[src/rtl/apb_bridge_pkg.sv]
// apb_bridge_pkg
//   Shared types and constants for the AHB-to-APB bridge master arbiter.
//   - arb_state_t  : arbiter sequencing states
//   - TRANS_IDLE   : H_TRANS encoding for no transfer
//   - TRANS_ACTIVE : H_TRANS encoding driven during the address phase
package apb_bridge_pkg;

  typedef enum logic [2:0] {
    ARB_IDLE = 3'd0,
    ARB_ADDR = 3'd1,
    ARB_DATA = 3'd2,
    ARB_DONE = 3'd3,
    ARB_ERR  = 3'd4
  } arb_state_t;

  localparam logic [2:0] TRANS_IDLE   = 3'b000;
  localparam logic [2:0] TRANS_ACTIVE = 3'b011;

endpackage

[src/rtl/rr_priority_picker.sv]
// rr_priority_picker
//   Combinational round-robin pick: returns the first asserted request at or
//   after ptr, wrapping around modulo N. Reusable by any requester arbiter.
// Ports
//   req    in  N   request vector
//   ptr    in  IW  highest-priority position this round
//   onehot out N   one-hot winner (zero when no request)
//   index  out IW  winner index (zero when no request)
module rr_priority_picker #(
  parameter int N  = 4,
  parameter int IW = $clog2(N)
) (
  input  logic [N-1:0]  req,
  input  logic [IW-1:0] ptr,
  output logic [N-1:0]  onehot,
  output logic [IW-1:0] index
);

  logic [IW-1:0] cand;
  logic          found;

  // Walk the requesters starting at ptr; the first hit wins and later hits
  // are masked off by 'found'.
  always_comb begin
    onehot = '0;
    index  = '0;
    found  = 1'b0;
    cand   = '0;
    for (int i = 0; i < N; i++) begin
      cand = IW'((int'(ptr) + i) % N);
      if (!found && req[cand]) begin
        found        = 1'b1;
        onehot[cand] = 1'b1;
        index        = cand;
      end
    end
  end

endmodule

[src/rtl/apb_bridge_master_arbiter.sv]
// apb_bridge_master_arbiter
//   Round-robin arbiter/sequencer sharing one AHB-to-APB bridge between
//   NUM_MASTERS requesters. Grants one master, runs one address phase and a
//   data phase on the bridge's AHB side, then pulses M_DONE (or M_ERR on
//   timeout) to the owner. All outputs are registered.
// Ports
//   H_CLK, H_RESET          clock / synchronous active-high reset
//   M_REQ, M_WRITE          per-master request and direction
//   M_ADDR, M_WDATA         per-master address / write data, packed by index
//   M_GNT, M_DONE, M_ERR    one-hot grant, completion pulse, timeout pulse
//   M_RDATA                 read data, valid in the M_DONE cycle of a read
//   H_READY, H_RDATA        from the bridge
//   H_SEL_APB, H_TRANS, H_WRITE, H_ADDR, H_WDATA   to the bridge
module apb_bridge_master_arbiter
  import apb_bridge_pkg::*;
#(
  parameter int NUM_MASTERS = 4,
  parameter int DATA_WIDTH  = 32,
  parameter int ADDR_WIDTH  = 32,
  parameter int TRAN_WIDTH  = 3,
  parameter int TIMEOUT     = 255
) (
  input  logic                              H_CLK,
  input  logic                              H_RESET,
  input  logic [NUM_MASTERS-1:0]            M_REQ,
  input  logic [NUM_MASTERS-1:0]            M_WRITE,
  input  logic [NUM_MASTERS*ADDR_WIDTH-1:0] M_ADDR,
  input  logic [NUM_MASTERS*DATA_WIDTH-1:0] M_WDATA,
  output logic [NUM_MASTERS-1:0]            M_GNT,
  output logic [NUM_MASTERS-1:0]            M_DONE,
  output logic [NUM_MASTERS-1:0]            M_ERR,
  output logic [DATA_WIDTH-1:0]             M_RDATA,
  input  logic                              H_READY,
  input  logic [DATA_WIDTH-1:0]             H_RDATA,
  output logic                              H_SEL_APB,
  output logic [TRAN_WIDTH-1:0]             H_TRANS,
  output logic                              H_WRITE,
  output logic [ADDR_WIDTH-1:0]             H_ADDR,
  output logic [DATA_WIDTH-1:0]             H_WDATA
);

  localparam int IW = $clog2(NUM_MASTERS);
  localparam int CW = $clog2(TIMEOUT + 1);
  localparam logic [CW-1:0] CNT_LIMIT = CW'(TIMEOUT);

  arb_state_t             state;
  logic [IW-1:0]          rr_ptr;
  logic [IW-1:0]          owner;
  logic [IW-1:0]          next_ptr;
  logic [CW-1:0]          data_cnt;
  logic [CW-1:0]          cnt_next;
  logic [DATA_WIDTH-1:0]  lat_wdata;
  logic [NUM_MASTERS-1:0] pick_onehot;
  logic [IW-1:0]          pick_idx;

  rr_priority_picker #(
    .N  (NUM_MASTERS),
    .IW (IW)
  ) u_picker (
    .req    (M_REQ),
    .ptr    (rr_ptr),
    .onehot (pick_onehot),
    .index  (pick_idx)
  );

  // Rotation always restarts just past the last owner, whether it finished
  // or timed out, so no requester waits more than NUM_MASTERS-1 transfers.
  assign next_ptr = (owner == IW'(NUM_MASTERS - 1)) ? '0 : owner + 1'b1;
  assign cnt_next = data_cnt + 1'b1;

  always_ff @(posedge H_CLK) begin
    if (H_RESET) begin
      state     <= ARB_IDLE;
      rr_ptr    <= '0;
      owner     <= '0;
      data_cnt  <= '0;
      lat_wdata <= '0;
      M_GNT     <= '0;
      M_DONE    <= '0;
      M_ERR     <= '0;
      M_RDATA   <= '0;
      H_SEL_APB <= 1'b0;
      H_TRANS   <= TRAN_WIDTH'(TRANS_IDLE);
      H_WRITE   <= 1'b0;
      H_ADDR    <= '0;
      H_WDATA   <= '0;
    end else begin
      // Completion and error are single-cycle pulses.
      M_DONE <= '0;
      M_ERR  <= '0;
      case (state)
        ARB_IDLE: begin
          // Master inputs are captured here only; later changes are ignored.
          if (|M_REQ && H_READY) begin
            state     <= ARB_ADDR;
            owner     <= pick_idx;
            M_GNT     <= pick_onehot;
            H_SEL_APB <= 1'b1;
            H_TRANS   <= TRAN_WIDTH'(TRANS_ACTIVE);
            H_WRITE   <= M_WRITE[pick_idx];
            H_ADDR    <= M_ADDR[pick_idx*ADDR_WIDTH +: ADDR_WIDTH];
            lat_wdata <= M_WDATA[pick_idx*DATA_WIDTH +: DATA_WIDTH];
          end
        end
        ARB_ADDR: begin
          state     <= ARB_DATA;
          H_SEL_APB <= 1'b0;
          H_TRANS   <= TRAN_WIDTH'(TRANS_IDLE);
          H_WDATA   <= lat_wdata;
          data_cnt  <= '0;
        end
        ARB_DATA: begin
          // data_cnt==0 is the first data cycle, where the bridge is still
          // dropping H_READY, so its value there is ignored. A ready in the
          // last allowed cycle wins over the timeout.
          if (data_cnt != '0 && H_READY) begin
            state  <= ARB_DONE;
            M_DONE <= M_GNT;
            M_GNT  <= '0;
            rr_ptr <= next_ptr;
            if (!H_WRITE) begin
              M_RDATA <= H_RDATA;
            end
          end else if (cnt_next == CNT_LIMIT) begin
            state  <= ARB_ERR;
            M_ERR  <= M_GNT;
            M_GNT  <= '0;
            rr_ptr <= next_ptr;
          end else begin
            data_cnt <= cnt_next;
          end
        end
        ARB_DONE, ARB_ERR: begin
          state <= ARB_IDLE;
        end
        default: begin
          state <= ARB_IDLE;
        end
      endcase
    end
  end

endmodule
[config.mk]
export PLATFORM = sky130hd
export DESIGN_NAME = apb_bridge_master_arbiter
export DESIGN_NICKNAME = d
export VERILOG_FILES = /design/src/rtl/apb_bridge_pkg.sv /design/src/rtl/rr_priority_picker.sv /design/src/rtl/apb_bridge_master_arbiter.sv
export SDC_FILE = /design/constraint.sdc
export NUM_CORES = 1
export LEC_CHECK = 0
export CELL_PAD_IN_SITES_DETAIL_PLACEMENT = 1
export CELL_PAD_IN_SITES_GLOBAL_PLACEMENT = 2
export CORE_UTILIZATION = 27
export CTS_BUF_LIST = sky130_fd_sc_hd__clkbuf_8
export DETAILED_ROUTE_END_ITERATION = 8
export GPL_TIMING_DRIVEN = 0
export HOLD_SLACK_MARGIN = 0.08
export PLACE_DENSITY_LB_ADDON = 0.1
export SETUP_SLACK_MARGIN = 0.02
export SYNTH_ARGS = -nofsm -noshare
export SYNTH_HDL_FRONTEND = slang
export SYNTH_SLANG_ARGS = --single-unit
[constraint.sdc]
create_clock -name H_CLK -period 5.9 [get_ports H_CLK]
set_clock_uncertainty 0.2 [all_clocks]
set_input_delay 0.59 -clock H_CLK [delete_from_list [all_inputs] [get_ports H_CLK]]
set_output_delay 0.59 -clock H_CLK [all_outputs]
set_load 0.02 [all_outputs]
==> metrics.txt <==
# TYPE chip_impl_metric gauge
chip_impl_metric{name="ir_drop",unit="mV"} 0.0808
chip_impl_metric{name="max_stage_delay",unit="ps"} 660
chip_impl_metric{name="dp_hpwl",unit="mm"} 41.7
chip_impl_metric{name="whs_path_depth",unit=""} 2
chip_impl_metric{name="crit_required",unit="ps"} 6100
chip_impl_info{name="root_buffer",value="sky130_fd_sc_hd__clkbuf_8"} 1
chip_impl_info{name="end_kind",value="register"} 1
chip_impl_metric{name="max_cap_viol_count",unit=""} 0
chip_impl_metric{name="pwr-share-comb",unit="%"} 28.1
chip_impl_metric{name="cts.repair.resized",unit=""} 0
chip_impl_metric{name="rr_worst_depth",unit=""} 13
chip_impl_metric{name="nNetsFinal",unit=""} 2051
chip_impl_metric{name="synth_enable_flop_cells",unit=""} 0
chip_impl_info{name="tritoncts_clock_tree",value="yes"} 1
chip_impl_metric{name="switchingPower",unit="mW"} 0.893
chip_impl_metric{name="synth_nets",unit=""} 1624
chip_impl_metric{name="route.detailed.drc",unit=""} 0
chip_impl_metric{name="max_freq",unit="MHz"} 186
chip_impl_metric{name="final_period_utilization",unit="%"} 91.1
chip_impl_metric{name="cts.reportedPaths.clkPinSlew",unit="ps"} 90
chip_impl_metric{name="syn_area",unit="um2"} 10600
chip_impl_info{name="worst_hold_path_type",value="reg2reg"} 1
chip_impl_metric{name="powerDensity",unit="nW/um2"} 177
chip_impl_info{name="crit_chain",value="buf_6 -> buf_2 -> inv_2 -> clkbuf_1 -> clkbuf_1 -> ha_1 -> mux4_2 -> buf_6 -> o21ai_1 -> buf_2 -> clkbuf_1 -> a221o_1 -> o211ai_2"} 1
chip_impl_metric{name="clk_path_buf_depth",unit=""} 2
chip_impl_metric{name="die-height",unit="um"} 201
chip_impl_metric{name="ys_ff_latch",unit=""} 157
chip_impl_info{name="cpMostUsedCell",value="sky130_fd_sc_hd__clkbuf_1"} 1
chip_impl_metric{name="routabilityCongestion",unit=""} 0.884
chip_impl_metric{name="post_cts_hold_buffer_count",unit=""} 0
chip_impl_metric{name="post_synth_inst_count",unit=""} 1313
chip_impl_metric{name="area_growth",unit="%"} 48.5
chip_impl_info{name="commonest_cells_after_routing_fill_and_taps_aside",value="sky130_fd_sc_hd__clkdlybuf4s50_1, sky130_fd_sc_hd__nand2_1, sky130_fd_sc_hd__dfxtp_1"} 1
chip_impl_metric{name="post-route-cell-area",unit="um2"} 15800
chip_impl_metric{name="wire_length_of_the_first_global_routing_pass",unit="mm"} 82.2
chip_impl_info{name="critPathLaunchType",value="register"} 1
chip_impl_metric{name="final_layout_size_suffix_gt1_share",unit="%"} 8.91
chip_impl_metric{name="fp.coreArea",unit="um2"} 38700
chip_impl_metric{name="globalRouteOverflowTotal",unit=""} 0
chip_impl_info{name="layout.cells.most_common",value="sky130_fd_sc_hd__clkdlybuf4s50_1"} 1
chip_impl_metric{name="cts_inserted_buffers",unit=""} 17
chip_impl_metric{name="switching_share",unit="%"} 31.8
chip_impl_metric{name="num_io_pins",unit=""} 412
chip_impl_metric{name="std_cell_rows",unit=""} 72
chip_impl_metric{name="wl",unit="mm"} 53.9
chip_impl_metric{name="worst-r2r-setup-slack",unit="ps"} 520
chip_impl_info{name="grt_setup_unrepaired",value="no"} 1
chip_impl_metric{name="timing.critical_path.fanout_max",unit=""} 13
chip_impl_metric{name="htree_levels",unit=""} 4
chip_impl_info{name="critPathKind",value="reg2reg"} 1
chip_impl_metric{name="first_global_vias",unit=""} 13100
chip_impl_info{name="rr_startpoint",value="rr_ptr[0]$_SDFFE_PP0P_"} 1
chip_impl_metric{name="worstMarginPinSlew",unit="ps"} 907
chip_impl_info{name="run_status",value="finished clean"} 1
chip_impl_metric{name="synth_compound_gate_area_share",unit="%"} 32.9
chip_impl_metric{name="nFillCells",unit=""} 4658
chip_impl_metric{name="final_antenna_net_count",unit=""} 0
chip_impl_metric{name="drt-wirelength-per-cell",unit="um"} 23.6
chip_impl_metric{name="vias",unit=""} 12500
chip_impl_metric{name="synth_simple_gate_area_share",unit="%"} 20.6
chip_impl_metric{name="timing.final.crit_period",unit="ps"} 5380
chip_impl_metric{name="sequential_cell_area",unit="um2"} 3140
chip_impl_metric{name="avgSynthCellArea",unit="um2"} 8.11
chip_impl_metric{name="detail_route.iter0.violations",unit=""} 560
chip_impl_metric{name="detail_route.vias_per_cell",unit=""} 5.47
chip_impl_metric{name="area_used_by_multi_input_combinational_logic",unit="um2"} 6740
chip_impl_metric{name="largest_net_degree_at_the_start_of_global_routing",unit=""} 17
chip_impl_metric{name="setup_slack",unit="ps"} 523
chip_impl_metric{name="cts.sinks",unit=""} 157
chip_impl_metric{name="pins_over_their_slew_limit",unit=""} 0
chip_impl_info{name="worst_path_max_delay_cell",value="sky130_fd_sc_hd__clkbuf_1"} 1
chip_impl_info{name="reg2reg_to",value="lat_wdata[4]$_SDFFE_PP0P_"} 1
chip_impl_metric{name="post-cts-setup-buffers",unit=""} 0
chip_impl_metric{name="setup_viol_count_final",unit=""} 0
chip_impl_info{name="synth_top_family_by_area",value="compound AO/OA/AOI/OAI gates"} 1
chip_impl_metric{name="worstSkewPairLatency",unit="ps"} 520
chip_impl_metric{name="synth-adder-area-share",unit="%"} 1.41
chip_impl_metric{name="finalSetupTns",unit="ps"} 0
chip_impl_metric{name="yosys.area_share.xor_xnor",unit="%"} 0.329
chip_impl_info{name="hold_path.startpoint",value="lat_wdata[21]$_SDFFE_PP0P_"} 1
chip_impl_metric{name="grt.total_usage",unit="%"} 26.7
chip_impl_metric{name="synth_sequential_area_ratio",unit="%"} 29.5
chip_impl_metric{name="fin_worst_hold_slack",unit="ps"} 257
chip_impl_info{name="cp_top_family",value="buffers and inverters"} 1
chip_impl_metric{name="muxShareOfSynthArea",unit="%"} 8.04
chip_impl_metric{name="antenna_found_initial",unit=""} 24
chip_impl_metric{name="p_clk_share",unit="%"} 30.6
chip_impl_metric{name="drt_pass1_iterations",unit=""} 5
chip_impl_metric{name="dp_worst_setup_slack",unit="ps"} 419
chip_impl_metric{name="intPower",unit="mW"} 1.91
chip_impl_metric{name="total_leakage_power",unit="nW"} 5.25
chip_impl_metric{name="place.port_buffers",unit=""} 408
chip_impl_metric{name="seq_power_share",unit="%"} 41.3
chip_impl_metric{name="hold_violations",unit=""} 0
chip_impl_info{name="holdPathEnd",value="H_WDATA[21]$_SDFFE_PP0P_"} 1
chip_impl_metric{name="post_synth_num_cell_types",unit=""} 59
chip_impl_info{name="synth-main-ff-cell",value="sky130_fd_sc_hd__dfxtp_1"} 1
chip_impl_metric{name="initial_utilization",unit="%"} 27.5
chip_impl_metric{name="placedInstanceArea",unit="um2"} 15400
chip_impl_metric{name="cp_num_buf_inv",unit=""} 8
chip_impl_metric{name="yosysWarnings",unit=""} 0
chip_impl_metric{name="async_set_or_reset_register_ratio_after_synthesis",unit="%"} 0
chip_impl_metric{name="maxSlewHeadroom",unit="%"} 39.5
chip_impl_metric{name="arrival",unit="ps"} 5570
chip_impl_metric{name="die_w",unit="um"} 201
chip_impl_metric{name="floorplan.die_area",unit="um2"} 40200
==> layout make-up <==
class | count | share of cell area [%]
antenna | 19 | 0.301
sequential | 157 | 19.9
clock buffer | 21 | 1.83
multi-input combinational | 996 | 42.6
buffer | 153 | 4.65
clock inverter | 8 | 0.594
timing repair buffer | 408 | 25.8
tap | 518 | 4.10
inverter | 7 | 0.166
==> worst register-to-register path, delay by kind of cell (launching register included) <==
family | cells | cell delay [ps]
AO/OA/AOI/OAI | 3 | 760
adder cells (fa/ha/maj) | 1 | 430
buffers and inverters | 8 | 3140
flip-flops | 1 | 370
multiplexers | 1 | 380
==> metrics by stage <==
step	power [mW]	utilization [%]	cells
after floorplan	1.52	-	1313
after global placement	1.95	39.7	2239
after detailed placement	1.97	39.7	2239
after CTS	2.83	40.7	2268
after global routing	2.93	40.8	2284
final	2.80	40.8	2287
==> cells in the mapped netlist (6+ instances only) <==
cell | n | share of area, %
sky130_fd_sc_hd__a21oi_1 | 72 | 3.4
sky130_fd_sc_hd__a221o_1 | 65 | 6.1
sky130_fd_sc_hd__a221oi_1 | 6 | 0.49
sky130_fd_sc_hd__and2_1 | 8 | 0.47
sky130_fd_sc_hd__buf_2 | 34 | 1.6
sky130_fd_sc_hd__buf_4 | 9 | 0.63
sky130_fd_sc_hd__buf_6 | 11 | 1.2
sky130_fd_sc_hd__clkbuf_1 | 94 | 3.3
sky130_fd_sc_hd__dfxtp_1 | 157 | 30
sky130_fd_sc_hd__ha_1 | 12 | 1.4
sky130_fd_sc_hd__inv_1 | 6 | 0.21
sky130_fd_sc_hd__mux2i_1 | 72 | 6.8
sky130_fd_sc_hd__nand2_1 | 205 | 7.2
sky130_fd_sc_hd__nand2b_1 | 6 | 0.35
sky130_fd_sc_hd__nand3_1 | 8 | 0.38
sky130_fd_sc_hd__nor2_1 | 21 | 0.74
sky130_fd_sc_hd__nor3_1 | 123 | 5.8
sky130_fd_sc_hd__o211ai_1 | 16 | 1.1
sky130_fd_sc_hd__o211ai_2 | 51 | 6.0
sky130_fd_sc_hd__o21ai_0 | 52 | 2.4
sky130_fd_sc_hd__o21ai_1 | 14 | 0.66
sky130_fd_sc_hd__o221ai_1 | 64 | 5.3
sky130_fd_sc_hd__o31ai_1 | 65 | 4.6
sky130_fd_sc_hd__o32ai_1 | 6 | 0.49
sky130_fd_sc_hd__or2_2 | 7 | 0.41
sky130_fd_sc_hd__or3_1 | 70 | 4.1
==> sequential cells by signal (all words and copies together), names as in the netlist <==
signal,flops
H_ADDR,32
H_TRANS,1
H_WDATA,32
H_WRITE,1
M_DONE,4
M_ERR,4
M_GNT,4
M_RDATA,32
data_cnt,8
lat_wdata,32
owner,2
rr_ptr,2
state,3
==> kinds of logic (layout without fill, tap and decap cells) <==
logic type,count (synthesis),in the layout
AND/OR/NAND/NOR,460,460
AO/OA/AOI/OAI,439,439
buffers and inverters,160,597
other,1,20
flip-flops,157,157
adder cells (fa/ha/maj),12,12
multiplexers,80,80
XOR/XNOR,4,4
==> routing by layer <==
metal  GRT usage (%)  vias up  wire [um]
met5               0        -         48
met4            10.9        8       1390
met3            5.45       81       2670
met2            44.6      379      26100
met1            33.3     6155      23700
li1                -     5896          -
==> power groups by stage <==
stage | sequential [mW] | clock [mW] | combinational (mW)
floorplan | 1.21 | 0 | 0.318
global placement | 1.18 | 0 | 0.773
detailed placement | 1.18 | 0 | 0.787
CTS | 1.16 | 0.881 | 0.791
global route | 1.16 | 0.924 | 0.844
finish | 1.16 | 0.857 | 0.788
==> how the worst max path moves through the flow <==
| stage | start | endpoint | slack, ps | cells after the start |
|---|---|---|---|---|
| after floorplan | rr_ptr[0]$_SDFFE_PP0P_ | lat_wdata[10]$_SDFFE_PP0P_ | 2350 | 14 |
| after global placement | rr_ptr[0]$_SDFFE_PP0P_ | H_ADDR[26]$_SDFFE_PP0P_ | 430 | 13 |
| after detailed placement | rr_ptr[0]$_SDFFE_PP0P_ | lat_wdata[4]$_SDFFE_PP0P_ | 420 | 13 |
| after CTS | rr_ptr[0]$_SDFFE_PP0P_ | lat_wdata[4]$_SDFFE_PP0P_ | 390 | 13 |
| after global routing | rr_ptr[0]$_SDFFE_PP0P_ | H_ADDR[26]$_SDFFE_PP0P_ | 240 | 13 |
| final | rr_ptr[0]$_SDFFE_PP0P_ | lat_wdata[4]$_SDFFE_PP0P_ | 520 | 13 |
Power figures use the tool's default switching activity.
